File: config.mk
export PLATFORM = sky130hd
export DESIGN_NAME = pci_arbiter
export DESIGN_NICKNAME = d
export VERILOG_FILES = /design/src/rtl/pci_pkg.sv /design/src/rtl/pci_rr_picker.sv /design/src/rtl/pci_arbiter.sv
export SDC_FILE = /design/constraint.sdc
export NUM_CORES = 1
export LEC_CHECK = 0
export CAP_MARGIN = 20
export CORE_UTILIZATION = 48
export DETAILED_ROUTE_END_ITERATION = 6
export MAX_ROUTING_LAYER = met4
export PLACE_DENSITY = 0.68
export SETUP_SLACK_MARGIN = 0.5
export SLEW_MARGIN = 20
export SYNTH_ARGS = -nofsm -noshare
export SYNTH_HDL_FRONTEND = slang
export SYNTH_HIERARCHICAL = 1
export SYNTH_SLANG_ARGS = --single-unit
File: constraint.sdc
create_clock -name clk -period 2.4 [get_ports clk]
set_input_delay 0.48 -clock clk [delete_from_list [all_inputs] [get_ports clk]]
set_output_delay 0.48 -clock clk [all_outputs]
set_load 0.02 [all_outputs]
File: src/rtl/pci_pkg.sv
// pci_pkg: shared PCI types and constants for arbiter and devices.
// Holds the arbiter state enum, timer defaults, device map and C/BE codes.
package pci_pkg;

  typedef enum logic [1:0] {
    IDLE  = 2'd0,
    GRANT = 2'd1,
    BUSY  = 2'd2,
    TURN  = 2'd3
  } arb_state_t;

  localparam int DEF_GNT_TIMEOUT = 16;
  localparam int DEF_LAT_TIMER   = 8;

  localparam logic [31:0] DEV0_ADDR = 32'h1000_0000;
  localparam logic [31:0] DEV1_ADDR = 32'h1000_1000;
  localparam logic [31:0] DEV2_ADDR = 32'h1000_2000;
  localparam logic [31:0] DEV3_ADDR = 32'h1000_3000;

  localparam logic [3:0] CBE_READ  = 4'b0110;
  localparam logic [3:0] CBE_WRITE = 4'b0111;

endpackage

File: src/rtl/pci_rr_picker.sv
// pci_rr_picker: combinational round-robin search over active-low requests.
// Ports: req (active low), last_idx in; valid, idx (first low req after last_idx) out.
module pci_rr_picker #(
  parameter int NUM_REQ = 4
) (
  input  logic [NUM_REQ-1:0]         req,
  input  logic [$clog2(NUM_REQ)-1:0] last_idx,
  output logic                       valid,
  output logic [$clog2(NUM_REQ)-1:0] idx
);

  localparam int IW = $clog2(NUM_REQ);

  logic [IW-1:0] cand;

  // Walk last_idx+1 .. last_idx+NUM_REQ (mod NUM_REQ); the
  // previous winner is examined last, giving it lowest priority.
  always_comb begin
    valid = 1'b0;
    idx   = '0;
    cand  = '0;
    for (int k = 1; k <= NUM_REQ; k++) begin
      cand = IW'((int'(last_idx) + k) % NUM_REQ);
      if (!valid && !req[cand]) begin
        valid = 1'b1;
        idx   = cand;
      end
    end
  end

endmodule

File: src/rtl/pci_arbiter.sv
// pci_arbiter: central round-robin PCI arbiter, at most one active-low GNT.
// Ports: clk, rst_n, REQ, FRAME, IRDY in; GNT, grant_idx, bus_busy out.
// Option: define PCI_ARB_LATENCY_TIMER_EN to pull GNT early on long bursts.
module pci_arbiter
  import pci_pkg::*;
#(
  parameter int NUM_REQ     = 4,
  parameter int GNT_TIMEOUT = DEF_GNT_TIMEOUT,
  parameter int LAT_TIMER   = DEF_LAT_TIMER
) (
  input  logic                       clk,
  input  logic                       rst_n,
  input  logic [NUM_REQ-1:0]         REQ,
  input  logic                       FRAME,
  input  logic                       IRDY,
  output logic [NUM_REQ-1:0]         GNT,
  output logic [$clog2(NUM_REQ)-1:0] grant_idx,
  output logic                       bus_busy
);

  localparam int IW = $clog2(NUM_REQ);
  localparam int CW = 16;

  arb_state_t         state_q, state_d;
  logic [NUM_REQ-1:0] gnt_q, gnt_d;
  logic [NUM_REQ-1:0] req_q;
  logic [IW-1:0]      idx_q, idx_d;
  logic [IW-1:0]      last_q, last_d;
  logic [IW-1:0]      pick_idx;
  logic               pick_valid;
  logic               frame_q;
  logic               busy_q;
  logic [CW-1:0]      cnt_q, cnt_d;

`ifdef PCI_ARB_LATENCY_TIMER_EN
  logic [CW-1:0]      lat_q, lat_d;
  logic [NUM_REQ-1:0] oth;
`endif

  pci_rr_picker #(
    .NUM_REQ (NUM_REQ)
  ) u_pick (
    .req      (req_q),
    .last_idx (last_q),
    .valid    (pick_valid),
    .idx      (pick_idx)
  );

  // Bus inputs are registered once; every decision works on the
  // sampled copies, so a grant follows the sampling edge by one cycle.
  always_ff @(posedge clk or negedge rst_n) begin
    if (!rst_n) begin
      state_q <= IDLE;
      gnt_q   <= '1;
      idx_q   <= '0;
      last_q  <= IW'(NUM_REQ - 1);
      req_q   <= '1;
      frame_q <= 1'b1;
      busy_q  <= 1'b0;
      cnt_q   <= '0;
    end else begin
      state_q <= state_d;
      gnt_q   <= gnt_d;
      idx_q   <= idx_d;
      last_q  <= last_d;
      req_q   <= REQ;
      frame_q <= FRAME;
      busy_q  <= ~(FRAME & IRDY);
      cnt_q   <= cnt_d;
    end
  end

`ifdef PCI_ARB_LATENCY_TIMER_EN
  always_ff @(posedge clk or negedge rst_n) begin
    if (!rst_n) begin
      lat_q <= '0;
    end else begin
      lat_q <= lat_d;
    end
  end

  always_comb begin
    oth        = ~req_q;
    oth[idx_q] = 1'b0;
  end
`endif

  always_comb begin
    state_d = state_q;
    gnt_d   = gnt_q;
    idx_d   = idx_q;
    last_d  = last_q;
    cnt_d   = cnt_q;
`ifdef PCI_ARB_LATENCY_TIMER_EN
    lat_d   = lat_q;
`endif
    unique case (state_q)
      IDLE: begin
        gnt_d = '1;
        cnt_d = '0;
        if (pick_valid) begin
          gnt_d   = ~(NUM_REQ'(1) << pick_idx);
          idx_d   = pick_idx;
          last_d  = pick_idx;
          state_d = GRANT;
        end
      end
      GRANT: begin
        if (!frame_q) begin
          state_d = BUSY;
`ifdef PCI_ARB_LATENCY_TIMER_EN
          // FRAME was sampled one edge before BUSY entry.
          lat_d   = CW'(1);
`endif
        end else if (req_q[idx_q]) begin
          gnt_d   = '1;
          state_d = IDLE;
        end else if (cnt_q == CW'(GNT_TIMEOUT - 1)) begin
          // last_idx already points here, so the
          // rotation moves past this device next.
          gnt_d   = '1;
          state_d = IDLE;
        end else begin
          cnt_d = cnt_q + CW'(1);
        end
      end
      BUSY: begin
`ifdef PCI_ARB_LATENCY_TIMER_EN
        if (lat_q != CW'(LAT_TIMER)) begin
          lat_d = lat_q + CW'(1);
        end
        if (lat_q >= CW'(LAT_TIMER - 1) && |oth) begin
          gnt_d = '1;
        end
`endif
        if (!busy_q && frame_q) begin
          gnt_d   = '1;
          state_d = TURN;
        end
      end
      TURN: begin
        gnt_d   = '1;
        state_d = IDLE;
      end
    endcase
  end

  assign GNT       = gnt_q;
  assign grant_idx = idx_q;
  assign bus_busy  = busy_q;

endmodule

* Yosys cells after proc, flatten, opt, wreduce, memory -nomap -nowiden
Cells that the tools add are included.
** Storage, ports and cells
- Register bits after elaboration :: 32
- Bits of input ports :: 8
- Word-level logic and storage cells :: 83
** Cells by class
- Add/sub/neg operators :: 5
- Order comparisons :: 5
- Equal/unequal tests :: 11
- Shift-type cells :: 1
- Muxes and demuxes :: 34
- Bitwise logic cells :: 3
- Reduce and logical (&&, ||, !) cells :: 16
** Operator list (number)
- 2-to-1 mux 16 bit :: 3
- case mux 16 bit (2 select lines) :: 1
- 2-to-1 mux 4 bit :: 5
- 2-to-1 mux 2 bit :: 9
- adder 16 x 1 -> 16 bit, second input constant :: 1
- equality test 16 x 4 -> 1 bit, second input constant :: 1
- case mux 4 bit (4 select lines) :: 1
- less-than comparator 2 x 3 -> 1 bit, second input constant :: 5
- binary-select mux 1 bit (select 2 bit) :: 5
- inequality test 2 bit, second input constant :: 5
- 2-to-1 mux 1 bit :: 9
- case mux 2 bit (4 select lines) :: 1
- zero test 1 bit :: 6
- AND reduction 3 bit :: 2
- adder 2 x 1 -> 2 bit, second input constant :: 2
- adder 2 bit, second input constant :: 2
- equality test 2 bit, second input constant :: 2
- logical AND 1 bit :: 4
- inequality test 4 bit, second input constant :: 1
- inverter 4 bit :: 1
- AND reduction 4 bit :: 1
- << shifter 1 x 2 -> 4 bit, first input constant :: 1
- inequality test 3 bit, second input constant :: 1
- equality test 2 x 1 -> 1 bit, second input constant :: 1
- other kinds (5) :: 5

* Logic depth before layout (Yosys ltp)
Gate-level depths: netlist of run 1.
- Depth after elaboration :: 16
- Gate-level depth with buffers :: 5

* Modules after synthesis
Netlist of run 1, hierarchy kept.
** Modules (own cells, without submodules)
- pci_arbiter :: times used 1, cells an instance 180, area each 1636.6 µm², sequential area each 814.5 µm²
- pci_rr_picker :: times used 1, cells an instance 13, area each 95.1 µm², sequential area each 0.0 µm²

* Least setup slack after synthesis of run 1
OpenSTA, ideal clock, no wires.
- Path type :: register to register
- Start point :: reg idx_q[0], in the netlist grant_idx[0]
- End point :: reg cnt_q[9]
- Library setup time :: 0.069 ns
- Data arrival time :: 2.060 ns
- Setup slack :: 0.271 ns
- Cell stages (with the launch flop) :: 5
- Path buffers :: 0
- Period minus slack after synthesis :: 2.129 ns
- Path through :: dfrtp_1 -> mux4_2 -> or4_4 -> or4_1 -> nand3_1
** On the way
- Cells in the longest elaborated chain, start to end :: 4
** Ends and longest elaborated chain
- from (decl) :: line pci_arbiter.sv:27 : logic [IW-1:0] idx_q, idx_d;
- from (signal assigned) :: line pci_arbiter.sv:64 : idx_q <= idx_d;
- binary-select mux 1 bit (select 2 bit) :: line pci_arbiter.sv:115 : end else if (req_q[idx_q]) begin
- 2-to-1 mux 1 bit (not written as such) :: line pci_arbiter.sv:115
- inequality test 2 bit (no source line)
- AND reduction 4 bit (no source line)
- to (signal assigned) :: line pci_arbiter.sv:69 : cnt_q <= cnt_d;
- to (decl) :: line pci_arbiter.sv:33 : logic [CW-1:0] cnt_q, cnt_d;
Every way passes these cells. The select of a mux whose other input is x is not followed.
A chain may end at the register's enable or synchronous reset.

* Final worst setup path of run 1
Ends and elaborated chain as after synthesis.

==> results of run 1 <==
==> flip-flops by register name (all words and copies together) (netlist names), named ones only <==
name       cells
cnt_q         16
GNT            4
req_q          4
grant_idx      2
last_q         2
bus_busy       1
frame_q        1
state_q        1
==> layout make-up <==
| class | instances | area share |
|---|---|---|
| clock inverters | 1 | 0.00354 |
| well taps | 46 | 0.0271 |
| inverters | 6 | 0.0106 |
| multi-input cells | 148 | 0.433 |
| clock buffers | 7 | 0.0259 |
| repair buffers | 28 | 0.116 |
| flip-flops and latches | 32 | 0.384 |
==> cell families (layout without fill, tap and decap cells) <==
logic type,count (synthesis),after routing,synth area share
adder cells (fa/ha/maj),1,1,0.00722
AND/OR/NAND/NOR,108,108,0.307
flip-flops,32,32,0.470
buffers and inverters,13,42,0.0282
AO/OA/AOI/OAI,37,37,0.168
multiplexers,2,2,0.0195
==> final timing paths <==
path	start	end	slack [ps]	cells past startpoint
worst min register to register	last_q[0]$_DFFE_PN1P_	last_q[0]$_DFFE_PN1P_	490	2
worst max register to register	grant_idx[0]$_DFFE_PN0P_	cnt_q[9]$_DFFE_PN0P_	390	4
worst min-delay path	last_q[0]$_DFFE_PN1P_	last_q[0]$_DFFE_PN1P_	490	2
max in group asynchronous	rst_n	GNT[3]$_DFFE_PN1P_	1540	2
min in group asynchronous	rst_n	cnt_q[9]$_DFFE_PN0P_	520	2
worst max-delay path	grant_idx[0]$_DFFE_PN0P_	cnt_q[9]$_DFFE_PN0P_	390	4
==> through the flow <==
| stage | util | setup slack (ps) | area (sq um) | instances | total power [mW] |
|---|---|---|---|---|---|
| after CTS | 0.603 | 400 | 2040 | 263 | 1.89 |
| after detailed placement | 0.575 | 350 | 1950 | 252 | 1.56 |
| after floorplan | - | 337 | 1730 | 193 | 1.27 |
| final | 0.626 | 392 | 2120 | 268 | 1.96 |
| after global placement | 0.575 | 384 | 1950 | 252 | 1.54 |
| after global routing | 0.626 | 322 | 2120 | 268 | 2.09 |
==> placed cells by master (no fill, tap or decap), types with 2 or more instances in the layout <==
| cell type | synthesis | layout |
|---|---|---|
| buf_4 | 0 | 11 |
| clkbuf_4 | 0 | 5 |
| clkdlybuf4s50_1 | 0 | 10 |
| nor4_1 | 4 | 3 |
| or4_1 | 3 | 3 |
| nor2_1 | 9 | 8 |
| nand4_1 | 9 | 9 |
| nor3_1 | 5 | 5 |
| o21ai_1 | 1 | 2 |
| a31o_2 | 5 | 5 |
| nand2_1 | 44 | 44 |
| dlygate4sd2_1 | 0 | 4 |
| o22ai_1 | 2 | 2 |
| buf_6 | 0 | 2 |
| nor2b_1 | 4 | 4 |
| a21o_1 | 5 | 5 |
| o211ai_1 | 5 | 5 |
| o22a_1 | 2 | 2 |
| nand3_1 | 18 | 17 |
| dfstp_2 | 11 | 11 |
| o311ai_1 | 0 | 4 |
| dfrtp_1 | 21 | 20 |
| a32oi_1 | 2 | 2 |
| nand3b_1 | 2 | 2 |
| inv_1 | 5 | 5 |
| nand2b_1 | 4 | 3 |
==> layer usage <==
layer	wire length [um]	vias up	global-route usage
met1	1930	782	0.351
li1	-	777	-
met4	57	0	0.108
met3	195	5	0.0580
met2	1880	47	0.363
met5	0	-	-
==> power by group through the flow <==
stage | clock network [mW] | registers (mW) | logic [mW]
floorplan | 0 | 0.835 | 0.431
global placement | 0 | 0.779 | 0.757
detailed placement | 0 | 0.784 | 0.773
CTS | 0.341 | 0.772 | 0.774
global route | 0.358 | 0.796 | 0.938
finish | 0.328 | 0.776 | 0.852
==> critical path: cells and delay by family (launching register included) <==
| kind | cells | cell delay [ps] |
|---|---|---|
| AND/OR/NAND/NOR | 3 | 1050 |
| flip-flops | 1 | 390 |
| multiplexers | 1 | 520 |
==> timing repair <==
item	CTS	global route
pin swaps	3	4
setup buffers	3	4
endpoints found under the setup margin	7	14
resized for setup	6	16
cloned	0	1
==> flow_summary.ini, run 1 <==
[grt]
grt_pass1_wl_um = 6800
grt_pass1_vias = 1476
track_usage = 0.256
grt_max_degree = 33
antenna_found_initial = 0
grt_overflow_total = 0

[pwr]
combPwrFrac = 0.435
p_leak_nw = 0.863
p_switching_mw = 0.786
clkPwrFrac = 0.168
power_density_mw_per_mm2 = 922
p_int_mw = 1.17
vdd_drop_max_mv = 0.697
switching_share = 0.402
pwr-share-seq = 0.397

[clock_tree]
htreeDepth = 2
clk_pin_slew_ps = 100
cts_root_buffer = clkbuf_4
cts_sinks = 32
cts_tree = done
ctsHoldBuffers = 0
cts_max_path_buffers = 2
insertion_delay_ps = 340
cts_buffers = 5

[final_layout]
nets = 230
layout-drive-gt1-share = 0.234
area_growth_pct = 22.5
multi_input_area_sq_um = 918
regArea_sq_um = 816
n_antenna_cell = 0
fillers = 287

[floorplanning]
die_h_um = 62.1
rows = 21
dieArea_sq_mm = 0.00385
initial_core_util = 0.511
coreArea_sq_mm = 0.00339
io_pins = 15
die_w_um = 62.1

[yosys]
synth_area_per_cell_sq_um = 8.97
synth_fp_nets = 202
yosysSeqAreaShare = 0.470
synthArstFlopShare = 1.00
synth_cells = 193
synth_top_area_frac = 0.303
synthesis.area_sq_mm = 0.00173
yosysMostFrequentCell = nand2_1
ys_types = 40
netlist_top_cells_area = dfrtp_1 30%, dfstp_2 17%, nand2_1 9.5%
ys.flop_type = dfrtp_1
synth_edf_count = 0
yosys-top-cells-count = 44 x nand2_1, 21 x dfrtp_1, 18 x nand3_1, 11 x dfstp_2
ys_seq_elements = 32
yosysWarnings = 6
synth_top_cell_by_area = dfrtp_1

[setup_path]
cp_max_fo = 3
required_ps = 2680
cp-end-kind = register
startpoint_type = register
cp.arrival_ps = 2290
critPathMaxStageDelay_ps = 540
cpMaxStageDelayCell = or4_4
critical_path.cell_chain = mux4_2 -> or4_4 -> or4_1 -> nand3_1
worstSetupPathType = register to register

[placed_design]
dp_hpwl_um = 2710
gp_congestion = 0.863
numPortBuffers = 14

[timing]
post-route-min-period_ps = 2010
finalCritPeriodShare = 0.836
hold_viol = 0
rsz0062_at_grt = true
setup_tns_ps = 0
fmax_mhz = 498
max_slew_margin = 0.725
fin_skew_ps = 9.98
finalSetupViolCount = 0
hold_slack_ps = 493
worst_slew_pin_slew_ps = 412
slew_violations = 0

[detailed_routing]
first_iter_violations = 123
vias = 1611
routed_via_density = 6.01
ant_nets = 0
dr.pass1.iters = 4
wl_per_cell_um = 15.2
routed_wl_um = 4060
drc = 0

[flow_run]
maxCapViolations = 0

[outcome]
status = completed

[min_path]
hold_path.class = register to register
(Power assumes the default switching activity.)
==> inputs of run 2 (changes only) <==
--- a/config.mk
+++ b/config.mk
@@ -9,7 +9,7 @@
 export CORE_UTILIZATION = 48
 export DETAILED_ROUTE_END_ITERATION = 6
 export MAX_ROUTING_LAYER = met4
-export PLACE_DENSITY = 0.68
+export PLACE_DENSITY = 0.71
 export SETUP_SLACK_MARGIN = 0.5
 export SLEW_MARGIN = 20
 export SYNTH_ARGS = -nofsm -noshare
==> constraint.sdc (replaced) <==
create_clock -name clk -period 1.8 [get_ports clk]
set_input_delay 0.36 -clock clk [delete_from_list [all_inputs] [get_ports clk]]
set_output_delay 0.36 -clock clk [all_outputs]
set_load 0.02 [all_outputs]
==> flow_summary.ini, run 2 (synthesis gave the netlist of run 1 again) <==
[grt]
grt_pass1_wl_um = 7660
antenna_found_initial = 0
grt_overflow_total = 0
use_met1 = 0.378
grtUsageMet2 = 0.426
track_usage = 0.292
met3_usage = 0.0683
busiest_layer = met2
grt_pass1_vias = 1678
grt_max_degree = 33

[setup_path]
worstSetupEndpoint = cnt_q[11]$_DFFE_PN0P_
cp-end-kind = register
reg2reg_to = cnt_q[11]$_DFFE_PN0P_
startpoint_type = register
critical_path.cell_chain = mux4_2 -> or4_4 -> or4_1 -> nand3_1
cp.arrival_ps = 2230
cp_num_buf_inv = 0
r2r_slack_ps = -140
cp_top_family = simple AND/OR/NAND/NOR gates
cpMaxStageDelayCell = mux4_2
cp-startpoint = grant_idx[0]$_DFFE_PN0P_
r2r_cells = 4
required_ps = 2090
rr_startpoint = grant_idx[0]$_DFFE_PN0P_
cp_max_fo = 4
worstSetupPathType = register to register
path_depth = 4
critPathMaxStageDelay_ps = 530

[floorplanning]
io_pins = 15
dieArea_sq_mm = 0.00385
initial_core_util = 0.511
coreArea_sq_mm = 0.00339
die_h_um = 62.1
die_w_um = 62.1
rows = 21

[clock_tree]
cts_root_buffer = clkbuf_4
cts_tree = done
cts_buffers = 5
cts_sinks = 32
clk_pin_slew_ps = 110
insertion_delay_ps = 350
cts_max_path_buffers = 2
htreeDepth = 2

[pwr]
power_density_mw_per_mm2 = 1280
p_int_mw = 1.95
p_leak_nw = 1.08
switching_share = 0.393
combPwrFrac = 0.497
vdd_drop_max_mv = 0.706
pwr-share-seq = 0.326
clkPwrFrac = 0.177
p_switching_mw = 1.27

[final_layout]
final_area_sq_mm = 0.00252
nets = 254
layout-drive-gt1-share = 0.411
final_cell_mix = 40 x nand2_1, 24 x buf_4, 19 x buf_6
area_growth_pct = 45.7
largest_reg_flops = 16
mostFrequentLayoutCell = nand2_1
fillers = 210
fin_cells = 292
largest-register = cnt_q
n_antenna_cell = 0

[detailed_routing]
ant_nets = 0
dr.pass1.iters = 5
routed_wl_um = 5090
routed_via_density = 6.26
first_iter_violations = 186
wl_per_cell_um = 17.4
vias = 1828
drc = 0

[timing]
finalCritPeriodShare = 1.08
slew_violations = 0
layout_setup_ws_ps = -138
rsz0062_at_grt = true
worst_slew_pin_slew_ps = 526
fin_skew_ps = 12.2
max_slew_margin = 0.649
finalSetupViolCount = 16
hold_viol = 0
post-route-min-period_ps = 1940
fmax_mhz = 516

[placed_design]
pre_cts_ws_ps = -192
numPortBuffers = 14
dp_hpwl_um = 2960
dp_cells = 271
postPlaceCellArea_sq_mm = 0.00210
gp_congestion = 0.827

[min_path]
hold_path.class = primary input to asynchronous set/reset pin

[outcome]
status = complete, but fails checks
violations = negative setup slack

[flow_run]
maxCapViolations = 0
-- run 2: cell count changes in the layout (fill, tap and decap cells not counted), moves of 3 or more --
cell / delta
nand2_2: +4
a31o_4: +4
dlygate4sd2_1: -4
nand3_1: -5
nand3_2: +5
buf_6: +17
clkdlybuf4s50_1: -3
buf_4: +13
nand2_1: -4
a31o_2: -4
-- run 2: worst min-delay path by stage --
stage | start | end | slack (ps)
5_1_grt | REQ[3] | req_q[3]$_DFF_PN1_ | 410
6_report | rst_n | cnt_q[4]$_DFFE_PN0P_ | 410
3_3_place_gp | last_q[0]$_DFFE_PN1P_ | last_q[0]$_DFFE_PN1P_ | 460
3_5_place_dp | last_q[0]$_DFFE_PN1P_ | last_q[0]$_DFFE_PN1P_ | 480
4_1_cts | REQ[3] | req_q[3]$_DFF_PN1_ | 400
2_1_floorplan | rst_n | asynchronous set/reset pin | 60
-- run 2: area by class of cell --
type | instances | area, sq um | share of cell area
Clock buffer | 5 | 37.5 | 0.0149
Clock inverter | 3 | 42.5 | 0.0169
Inverter | 6 | 25.0 | 0.00992
Multi-Input combinational cell | 148 | 1050 | 0.417
Sequential cell | 32 | 818 | 0.324
Tap cell | 46 | 57.6 | 0.0228
Timing Repair Buffer | 52 | 489 | 0.194
-- run 2: per-layer routing --
| metal | wire length (um) | vias up | share of wire |
|---|---|---|---|
| met2 | 2490 | 97 | 0.49 |
| li1 | - | 825 | - |
| met1 | 2080 | 890 | 0.41 |
| met4 | 155 | 0 | 0.030 |
| met5 | 0 | - | 0 |
| met3 | 368 | 16 | 0.072 |
-- run 2: timing repair --
action,in CTS,in global routing
setup buffers,5,7
setup endpoints to repair,32,31
gates resized for setup,62,30
hold buffers,0,0
cloned,1,0
pin swaps,7,15
-- run 2: per-stage QoR --
step,util,TNS [ps],power (mW),hold WS (ps)
after floorplan,-,-1700,1.71,64.4
after global placement,0.621,-558,2.16,464
after detailed placement,0.621,-949,2.20,478
after CTS,0.685,-1190,3.02,400
after global routing,0.744,-2370,3.38,405
final,0.744,-1360,3.22,410
-- run 2: power by group through the flow --
stage | Clock [mW] | Sequential, mW | Combinational, mW
finish | 0.570 | 1.05 | 1.60
global route | 0.607 | 1.07 | 1.71
CTS | 0.573 | 1.03 | 1.41
detailed placement | 0 | 1.03 | 1.16
global placement | 0 | 1.02 | 1.14
floorplan | 0 | 1.12 | 0.593
==> inputs of run 3 (changes only) <==
--- a/config.mk
+++ b/config.mk
@@ -7,6 +7,7 @@
 export LEC_CHECK = 0
 export CAP_MARGIN = 20
 export CORE_UTILIZATION = 48
+export CTS_BUF_LIST = sky130_fd_sc_hd__clkbuf_16
 export DETAILED_ROUTE_END_ITERATION = 6
 export MAX_ROUTING_LAYER = met4
 export PLACE_DENSITY = 0.71
==> flow_summary.ini, run 3 (synthesis gave the netlist of run 1 again) <==
[grt]
grt_max_degree = 33
grt_pass1_vias = 1714
track_usage = 0.297
grt_overflow_total = 0
antenna_found_initial = 0
grt_pass1_wl_um = 7850

[clock_tree]
cts_root_buffer = clkbuf_16
cts_sinks = 32
cts_max_path_buffers = 2
htreeDepth = 2
insertion_delay_ps = 280
cts_buffers = 5
ctsHoldBuffers = 0
clk_pin_slew_ps = 50
cts_tree = done

[timing]
hold_slack_ps = 481
finalCritPeriodShare = 1.07
max_slew_margin = 0.665
fmax_mhz = 520
hold_viol = 0
fin_skew_ps = 1.46
rsz0062_at_grt = true
slew_violations = 0
layout_setup_ws_ps = -125
post-route-min-period_ps = 1920
worst_slew_pin_slew_ps = 502
finalSetupViolCount = 4

[setup_path]
r2r_slack_ps = -120
r2r_cells = 4
critPathMaxStageDelay_ps = 520
critical_path.cell_chain = mux4_2 -> or4_4 -> or4_1 -> nand3_1
cp_max_fo = 4
startpoint_type = register
required_ps = 2020
cp.arrival_ps = 2140
cpMaxStageDelayCell = mux4_2
cp-end-kind = register
worstSetupPathType = register to register

[placed_design]
dp_hpwl_um = 2960
numPortBuffers = 14
postPlaceCellArea_sq_mm = 0.00210
pre_cts_ws_ps = -192
gp_congestion = 0.827
dp_cells = 271

[floorplanning]
io_pins = 15
coreArea_sq_mm = 0.00339
die_w_um = 62.1
dieArea_sq_mm = 0.00385
die_h_um = 62.1
rows = 21
initial_core_util = 0.511

[min_path]
hold_path.class = primary input to register
hold_depth = 1

[pwr]
power_density_mw_per_mm2 = 1390
pwr-share-seq = 0.293
combPwrFrac = 0.434
switching_share = 0.364
p_int_mw = 2.27
p_leak_nw = 1.09
vdd_drop_max_mv = 0.788
p_switching_mw = 1.30
clkPwrFrac = 0.273

[outcome]
violations = negative setup slack
status = complete, but fails checks

[final_layout]
mostFrequentLayoutCell = nand2_1
n_antenna_cell = 0
final_area_sq_mm = 0.00257
area_growth_pct = 48.4
largest_reg_flops = 16
fin_cells = 290
nets = 252
fillers = 203
final_cell_mix = 41 x nand2_1, 28 x buf_4, 18 x dfrtp_1
largest-register = cnt_q
layout-drive-gt1-share = 0.398

[detailed_routing]
vias = 1794
drc = 0
first_iter_violations = 159
dr.pass1.iters = 4
wl_per_cell_um = 17.5
routed_via_density = 6.19
routed_wl_um = 5080
ant_nets = 0

[flow_run]
maxCapViolations = 0
[run 3: layout make-up]
type	count	area [sq um]	share of cell area
well taps	46	57.6	0.0224
flip-flops and latches	32	818	0.318
inverters	6	25.0	0.00974
clock inverters	3	42.5	0.0166
multi-input cells	148	1040	0.406
repair buffers	50	458	0.178
clock buffers	5	125	0.0487
[run 3: repair_timing]
action | CTS | global route
pin swaps | 8 | 6
setup buffers | 7 | 3
hold endpoints to repair | 0 | 0
endpoints found under the setup margin | 32 | 31
gates resized for setup | 62 | 21
gates cloned | 1 | 0
[run 3: per-layer routing]
metal,GRT usage,wire length (um),up-vias
li1,-,-,821
met1,0.372,2140,887
met2,0.460,2530,78
met3,0.0704,336,8
met4,0.124,74,0
met5,-,0,-
[run 3: power by group through the flow]
stage                     Combinational [mW]  Sequential, mW  Clock, mW
after detailed placement                1.16            1.03          0
after CTS                               1.39            1.03      0.984
after global placement                  1.14            1.02          0
after floorplan                        0.593            1.12          0
final                                   1.55            1.05      0.974
after global routing                    1.66            1.07       1.02
[run 3: path summary, 6_finish.rpt]
check / to / start
setup / recovery: cnt_q[11]$_DFFE_PN0P_ / grant_idx[0]$_DFFE_PN0P_
hold / removal: req_q[3]$_DFF_PN1_ / REQ[3]
setup reg to reg: cnt_q[11]$_DFFE_PN0P_ / grant_idx[0]$_DFFE_PN0P_
hold reg to reg: last_q[1]$_DFFE_PN1P_ / last_q[1]$_DFFE_PN1P_
max in group asynchronous: frame_q$_DFF_PN1_ / rst_n
min in group asynchronous: cnt_q[9]$_DFFE_PN0P_ / rst_n
[run 3: worst max-delay path: cells and delay by family, from the launching register on]
| family | cells | cell delay (ps) |
|---|---|---|
| and+or+nand+nor | 3 | 980 |
| muxes | 1 | 520 |
| DFF | 1 | 370 |
[run 3: stage by stage]
step                       util  setup TNS (ps)  power [mW]
after floorplan               -           -1700        1.71
after global placement    0.621            -558        2.16
after detailed placement  0.621            -949        2.20
after CTS                 0.723            -699        3.40
after global routing      0.758            -887        3.75
final                     0.758            -429        3.57
